==> config.mk <==
export PLATFORM = sky130hd
export DESIGN_NAME = logic_cell_pipe
export DESIGN_NICKNAME = d
export VERILOG_FILES = /design/src/rtl/logic_cell_pkg.sv /design/src/rtl/logic_cell_stage.sv /design/src/rtl/logic_cell_pipe.sv
export SDC_FILE = /design/constraint.sdc
export NUM_CORES = 1
export LEC_CHECK = 0
export BUFFER_PORTS_ARGS = -buffer_cell sky130_fd_sc_hd__buf_2
export CAP_MARGIN = 30
export CORE_ASPECT_RATIO = 0.8
export CORE_MARGIN = 5
export CORE_UTILIZATION = 45
export CTS_CLUSTER_SIZE = 14
export DETAILED_ROUTE_END_ITERATION = 10
export GPL_TIMING_DRIVEN = 0
export PLACE_DENSITY = 0.83
export SETUP_SLACK_MARGIN = 0.2
export SYNTH_ARGS = -nofsm -noshare
export SYNTH_HDL_FRONTEND = slang
export SYNTH_SLANG_ARGS = --single-unit
export TNS_END_PERCENT = 5
==> constraint.sdc <==
create_clock -name clk -period 1.63 [get_ports clk]
set_input_delay 0.163 -clock clk [delete_from_list [all_inputs] [get_ports clk]]
set_output_delay 0.163 -clock clk [all_outputs]
set_load 0.01 [all_outputs]
==> src/rtl/logic_cell_pkg.sv <==
`default_nettype none
// ============================================================================
// Module      : logic_cell_pkg
// Description : Mode encoding, shared golden bit function and BIST constants
//               for the logic_cell_pipe family.
// Revision    : 1.0 - initial release
// ============================================================================
package logic_cell_pkg;

    typedef enum logic [1:0] {
        MODE_LEGACY  = 2'd0,
        MODE_AOI_INV = 2'd1,
        MODE_XOR3    = 2'd2,
        MODE_NAND3   = 2'd3
    } mode_e;

    localparam int BIST_VECTORS = 32;

    // Single-bit golden function; callers apply it across every bit of a lane.
    function automatic logic lc_eval(input logic [1:0] mode, input logic a,
                                     input logic b, input logic c);
        logic r;
        r = 1'b0;
        case (mode)
            MODE_LEGACY:  r = (a & b) | ~c;
            MODE_AOI_INV: r = (a | b) & ~c;
            MODE_XOR3:    r = a ^ b ^ c;
            default:      r = ~(a & b & c);
        endcase
        return r;
    endfunction

endpackage
`default_nettype wire

==> src/rtl/logic_cell_stage.sv <==
`default_nettype none
// ============================================================================
// Module      : logic_cell_stage
// Description : One elastic register slot {valid,d,e}; loads when empty or
//               when the downstream slot takes the current beat.
// Revision    : 1.0 - initial release
// ============================================================================
module logic_cell_stage #(
    parameter int DW = 32
) (
    input  logic          clk,
    input  logic          rst,
    input  logic          in_valid,
    output logic          in_ready,
    input  logic [DW-1:0] in_d,
    input  logic [DW-1:0] in_e,
    output logic          out_valid,
    input  logic          out_ready,
    output logic [DW-1:0] out_d,
    output logic [DW-1:0] out_e
);

    logic          r_valid;
    logic [DW-1:0] r_d;
    logic [DW-1:0] r_e;

    assign in_ready  = !r_valid || out_ready;
    assign out_valid = r_valid;
    assign out_d     = r_d;
    assign out_e     = r_e;

    always_ff @(posedge clk) begin
        if (rst) begin
            r_valid <= 1'b0;
            r_d     <= '0;
            r_e     <= '0;
        end else if (in_ready) begin
            r_valid <= in_valid;
            if (in_valid) begin
                r_d <= in_d;
                r_e <= in_e;
            end
        end
    end

endmodule
`default_nettype wire

==> src/rtl/logic_cell_pipe.sv <==
`default_nettype none
// ============================================================================
// Module      : logic_cell_pipe
// Description : LANES x WIDTH bitwise 3-input logic cell with run-time mode,
//               followed by an elastic pipeline of STAGES slots.
//               Optional self-test enabled by macro LOGIC_CELL_BIST_EN.
// Revision    : 1.0 - initial release
// ============================================================================
module logic_cell_pipe
    import logic_cell_pkg::*;
#(
    parameter int WIDTH  = 8,
    parameter int LANES  = 4,
    parameter int STAGES = 2
) (
    input  logic                   clk,
    input  logic                   rst,
    input  logic                   in_valid,
    output logic                   in_ready,
    input  logic [1:0]             in_mode,
    input  logic [LANES*WIDTH-1:0] in_a,
    input  logic [LANES*WIDTH-1:0] in_b,
    input  logic [LANES*WIDTH-1:0] in_c,
    output logic                   out_valid,
    input  logic                   out_ready,
    output logic [LANES*WIDTH-1:0] out_d,
    output logic [LANES*WIDTH-1:0] out_e,
    output logic [15:0]            beat_cnt
`ifdef LOGIC_CELL_BIST_EN
    ,
    input  logic                   bist_start,
    output logic                   bist_busy,
    output logic                   bist_pass
`endif
);

    localparam int c_dw = LANES * WIDTH;

    logic             w_busy;
    logic             w_sink_ready;
    logic             w_src_valid;
    logic [1:0]       w_src_mode;
    logic [c_dw-1:0]  w_src_a;
    logic [c_dw-1:0]  w_src_b;
    logic [c_dw-1:0]  w_src_c;
    logic [c_dw-1:0]  w_eval_d;
    logic [STAGES:0]  w_valid;
    logic [STAGES:0]  w_ready;
    logic [c_dw-1:0]  w_d [0:STAGES];
    logic [c_dw-1:0]  w_e [0:STAGES];
    logic [15:0]      r_beat_cnt;

    always_comb begin
        w_eval_d = '0;
        for (int i = 0; i < c_dw; i++) begin
            w_eval_d[i] = lc_eval(w_src_mode, w_src_a[i], w_src_b[i], w_src_c[i]);
        end
    end

    assign w_valid[0]      = w_src_valid;
    assign w_d[0]          = w_eval_d;
    assign w_e[0]          = ~w_src_c;
    assign w_ready[STAGES] = w_sink_ready;

    generate
        for (genvar k = 0; k < STAGES; k++) begin : g_stage
            logic_cell_stage #(.DW(c_dw)) u_stage (
                .clk       (clk),
                .rst       (rst),
                .in_valid  (w_valid[k]),
                .in_ready  (w_ready[k]),
                .in_d      (w_d[k]),
                .in_e      (w_e[k]),
                .out_valid (w_valid[k+1]),
                .out_ready (w_ready[k+1]),
                .out_d     (w_d[k+1]),
                .out_e     (w_e[k+1])
            );
        end
    endgenerate

    assign in_ready  = w_ready[0] && !w_busy;
    assign out_valid = w_valid[STAGES] && !w_busy;
    assign out_d     = w_d[STAGES];
    assign out_e     = w_e[STAGES];
    assign beat_cnt  = r_beat_cnt;

    always_ff @(posedge clk) begin
        if (rst) begin
            r_beat_cnt <= 16'h0000;
        end else if (out_valid && out_ready && (r_beat_cnt != 16'hFFFF)) begin
            r_beat_cnt <= r_beat_cnt + 16'h0001;
        end
    end

`ifdef LOGIC_CELL_BIST_EN
    localparam logic [1:0] c_st_idle  = 2'd0;
    localparam logic [1:0] c_st_run   = 2'd1;
    localparam logic [1:0] c_st_drain = 2'd2;
    localparam logic [1:0] c_st_done  = 2'd3;

    logic [1:0]      r_state;
    logic [5:0]      r_tx;
    logic [5:0]      r_rx;
    logic            r_pass;
    logic            w_pipe_empty;
    logic            w_bist_valid;
    logic            w_rx_fire;
    logic            w_rx_ok;
    logic [c_dw-1:0] w_exp_d;
    logic [c_dw-1:0] w_exp_e;

    assign w_busy       = (r_state == c_st_run) || (r_state == c_st_drain);
    assign w_pipe_empty = (w_valid[STAGES:1] == '0);
    // First vector waits for stale user beats to flush, so every later output is a BIST result.
    assign w_bist_valid = (r_state == c_st_run) && ((r_tx != 6'd0) || w_pipe_empty);

    assign w_src_valid  = w_busy ? w_bist_valid     : in_valid;
    assign w_src_mode   = w_busy ? r_tx[4:3]        : in_mode;
    assign w_src_a      = w_busy ? {c_dw{r_tx[2]}}  : in_a;
    assign w_src_b      = w_busy ? {c_dw{r_tx[1]}}  : in_b;
    assign w_src_c      = w_busy ? {c_dw{r_tx[0]}}  : in_c;
    assign w_sink_ready = w_busy | out_ready;

    assign w_rx_fire = w_busy && w_valid[STAGES] && (r_tx != 6'd0);
    assign w_exp_d   = {c_dw{lc_eval(r_rx[4:3], r_rx[2], r_rx[1], r_rx[0])}};
    assign w_exp_e   = {c_dw{~r_rx[0]}};
    assign w_rx_ok   = (w_d[STAGES] == w_exp_d) && (w_e[STAGES] == w_exp_e);

    assign bist_busy = w_busy;
    assign bist_pass = r_pass;

    always_ff @(posedge clk) begin
        if (rst) begin
            r_state <= c_st_idle;
            r_tx    <= 6'd0;
            r_rx    <= 6'd0;
            r_pass  <= 1'b0;
        end else begin
            case (r_state)
                c_st_idle, c_st_done: begin
                    if (bist_start) begin
                        r_state <= c_st_run;
                        r_tx    <= 6'd0;
                        r_rx    <= 6'd0;
                        r_pass  <= 1'b1;
                    end
                end
                c_st_run: begin
                    if (w_bist_valid && w_ready[0]) begin
                        r_tx <= r_tx + 6'd1;
                        if (r_tx == 6'(BIST_VECTORS - 1)) begin
                            r_state <= c_st_drain;
                        end
                    end
                end
                c_st_drain: begin
                    if (r_rx == 6'(BIST_VECTORS)) begin
                        r_state <= c_st_done;
                    end
                end
                default: r_state <= c_st_idle;
            endcase
            if (w_rx_fire) begin
                r_rx <= r_rx + 6'd1;
                if (!w_rx_ok) begin
                    r_pass <= 1'b0;
                end
            end
        end
    end
`else
    assign w_busy       = 1'b0;
    assign w_src_valid  = in_valid;
    assign w_src_mode   = in_mode;
    assign w_src_a      = in_a;
    assign w_src_b      = in_b;
    assign w_src_c      = in_c;
    assign w_sink_ready = out_ready;
`endif

endmodule
`default_nettype wire

==> qor.yml <==
synthesis:
  yosys.area.top_type: "dfxtp_1"
  yosys_warnings: 0
  syn-instance-count: 953
  syn_nets: 1120
  syn_area_sq_um: 7410
  ys_seq_area_share_pct: 39.5
  synth_area_leaders: "dfxtp_1, ha_1, a21oi_1"
  synthArstFlopShare_pct: 0
  yosysUniqueCellTypes: 42
  synth_flop_cell: "dfxtp_1"
  yosysTopAreaCellShare_pct: 39.5
  synth_edf_count: 0
  synth_seq_cells: 146
  postSynthAreaPerCell_sq_um: 7.77
global_route:
  grt_pass1_vias: 7500
  antenna_found_initial: 5
  grt_overflow: 0
  grt_first_pass_wirelength_um: 38800
  grt_max_degree: 17
  grtUsageTotal_pct: 25.2
status:
  status: "finished with violations"
  violations: "setup timing"
setup_path:
  crit_required_ps: 1920
  cp-start-kind: "flop"
  ff2ff_path_depth: 7
  reg2reg_setup_slack_ps: -30
  worstReg2RegStart: "g_stage[1].u_stage.out_valid"
  rr_endpoint: "g_stage[0].u_stage.out_d[26]"
  slowest_stage: "dfxtp_4"
  worstPathMaxFanout: 9
  cp-end-kind: "flop"
  arrival_ps: 1950
  crit_type: "reg2reg"
  slowest_delay_ps: 370
  path_cells: "nor2b_4 > a21oi_4 > buf_12 > clkbuf_8 > o21ai_0 > a221oi_1 > nor3_1"
timing:
  setup_violations: 1
  setup_ws_ps: -30.0
  rsz0062_at_grt: "yes"
  fin_tns_setup_ps: -30.0
  worstMarginPinSlew_ps: 879
  fin_worst_skew_ps: 11.0
  final-max-slew-violation-count: 0
  max_freq_mhz: 602
  hold_viol: 0
  max-slew-margin-rel_pct: 41.4
  fin_crit_sh_pct: 102
  fin_crit_ps: 1660
floorplanning:
  die-area_sq_um: 19100
  die_w_um: 153
  die_h_um: 125
  core_area_sq_um: 16300
  initial_utilization_pct: 45.3
  rows: 42
  ios: 184
clock_network:
  clk-insertion-delay-late_ps: 430
  cts_buffer_depth: 2
  clock_sinks: 146
  cts_root_buf: "clkbuf_16"
  ctsHtreeMaxLevel: 4
  clk_transition_reported_paths_ps: 70
  cts_tree: "yes"
  cts_buffers: 17
power_and_ir_drop:
  leakage_uw: 0.00478
  vdd_ir_drop_max_mv: 0.808
  internal_power_uw: 6850
  power_density_nw_per_um2: 885
  clockPowerShare_pct: 41.4
  sequentialPowerShare_pct: 41.0
  switching_share_pct: 27.7
  p_comb_share_pct: 17.6
  p_switching_uw: 2620
min_path:
  holdPathEnd: "g_stage[0].u_stage.out_e[14]"
  min_from: "in_c[14]"
  hp-class: "in2reg"
  hold_depth: 2
layout:
  regArea_sq_um: 2950
  final_layout_size_suffix_gt1_share_pct: 32.9
  num-fill-cells: 1313
  final_cell_mix: "buf_2, nand2_1, dfxtp_1, a21oi_1, inv_1"
  multiInputGateArea_sq_um: 4600
  final_common_cell: "buf_2"
  area_growth_syn_to_layout_pct: 44.6
  nNetsFinal: 1372
detailed_routing:
  first_pass_iters: 6
  vias: 8007
  wl_per_cell_um: 18.3
  drc: 0
  drtIter0Drc: 626
  drt-total-wl_um: 26300
  antenna_left: 0
  vias_per_cell: 5.56
placement:
  finalWeightedCongestion: 0.877
  pre_cts_ws_ps: -318
  dpl.hpwl_um: 18000
  portBuffers: 181
flow_run:
  maxCapViolCount: 0
==> logic make-up (layout without fill, tap and decap cells) <==
kind of cell	after synthesis	after routing	synth area share [%]
compound gates	275	275	23.0
flops	146	146	39.5
simple gates	301	301	16.9
fa+ha+maj	65	65	11.0
other cells	0	2	0
xor+xnor	15	15	1.77
buf+inv	151	415	7.89
==> how the worst max path moves through the flow <==
stage	startpoint	end	slack (ps)	cells past startpoint
2_1_floorplan	beat_cnt[1]	beat_cnt[8]	110	5
3_3_place_gp	g_stage[1].u_stage.out_valid	g_stage[0].u_stage.out_d[6]	-290	6
3_5_place_dp	g_stage[1].u_stage.out_valid	g_stage[0].u_stage.out_d[6]	-320	6
4_1_cts	beat_cnt[0]	beat_cnt[0]	60	7
5_1_grt	g_stage[1].u_stage.out_valid	g_stage[0].u_stage.out_d[26]	-110	7
6_report	g_stage[1].u_stage.out_valid	g_stage[0].u_stage.out_d[26]	-30	7
==> metrics by stage <==
step	util, %	instance area, sq um	hold slack, ps	instances	power [uW]
after floorplan	-	7490	259	953	4670
after global placement	53.1	8670	386	1354	5140
after detailed placement	53.1	8670	397	1354	5180
after CTS	60.1	9820	2.58	1428	9160
after global routing	65.5	10700	4.89	1439	9820
final	65.5	10700	15.5	1439	9470
==> final cells by class <==
cell class                 count  share of cell area [%]
inverter                      86                    3.01
multi-input combinational    656                    42.9
antenna                        2                  0.0467
buffer                        65                    5.26
clock buffer                  20                    4.08
tap                          220                    2.57
sequential                   146                    27.6
clock inverter                11                    1.30
timing repair buffer         233                    13.2
==> flip-flops by register name, summed over array words and instances (netlist names) <==
signal	cells
beat_cnt	16
g_stage.u_stage.out_e	64
g_stage.u_stage.out_valid	2
g_stage.u_stage.out_d	64
==> worst max-delay path, delay by kind of cell (launching register included) <==
family / cells / cell delay [ps]
buffers and inverters: 2 / 310
AO/OA/AOI/OAI: 3 / 570
AND/OR/NAND/NOR: 2 / 260
flip-flops: 1 / 370
==> power groups by stage <==
stage	Clock, uW	Combinational (uW)	Sequential [uW]
after floorplan	0	745	3930
after global placement	0	1220	3920
after detailed placement	0	1260	3930
after CTS	3930	1390	3850
after global routing	4110	1810	3900
final	3920	1670	3890
==> synth_stat cells (2+ instances only) <==
| library cell | n |
|---|---|
| a211oi_1 | 33 |
| a21oi_1 | 135 |
| a221oi_1 | 22 |
| a22o_1 | 11 |
| a22oi_1 | 9 |
| a311o_1 | 9 |
| a31oi_1 | 13 |
| and4_1 | 2 |
| buf_1 | 10 |
| buf_2 | 13 |
| clkbuf_1 | 41 |
| dfxtp_1 | 146 |
| ha_1 | 65 |
| inv_1 | 86 |
| nand2_1 | 164 |
| nand3_1 | 7 |
| nand4_1 | 3 |
| nor2_1 | 82 |
| nor3_1 | 26 |
| nor4_1 | 5 |
| o211ai_1 | 2 |
| o21ai_0 | 26 |
| o22ai_1 | 9 |
| or3_1 | 3 |
| xnor2_1 | 5 |
| xor2_1 | 10 |
==> routing by layer <==
metal	vias up	part of all wire [%]	global-route usage [%]
met4	8	2.2	7.17
li1	3785	-	-
met2	405	46	39.6
met5	-	0.20	0
met3	65	9.5	7.95
met1	3744	42	33.4
==> repair_timing <==
action	in CTS	in global routing
gates cloned	3	0
buffers inserted	10	9
pin swaps	8	87
hold buffers	30	0
hold endpoints to repair	30	0
gates resized for setup	53	240
setup endpoints to repair	143	141
No activity file was read; power rests on OpenSTA's default activity.
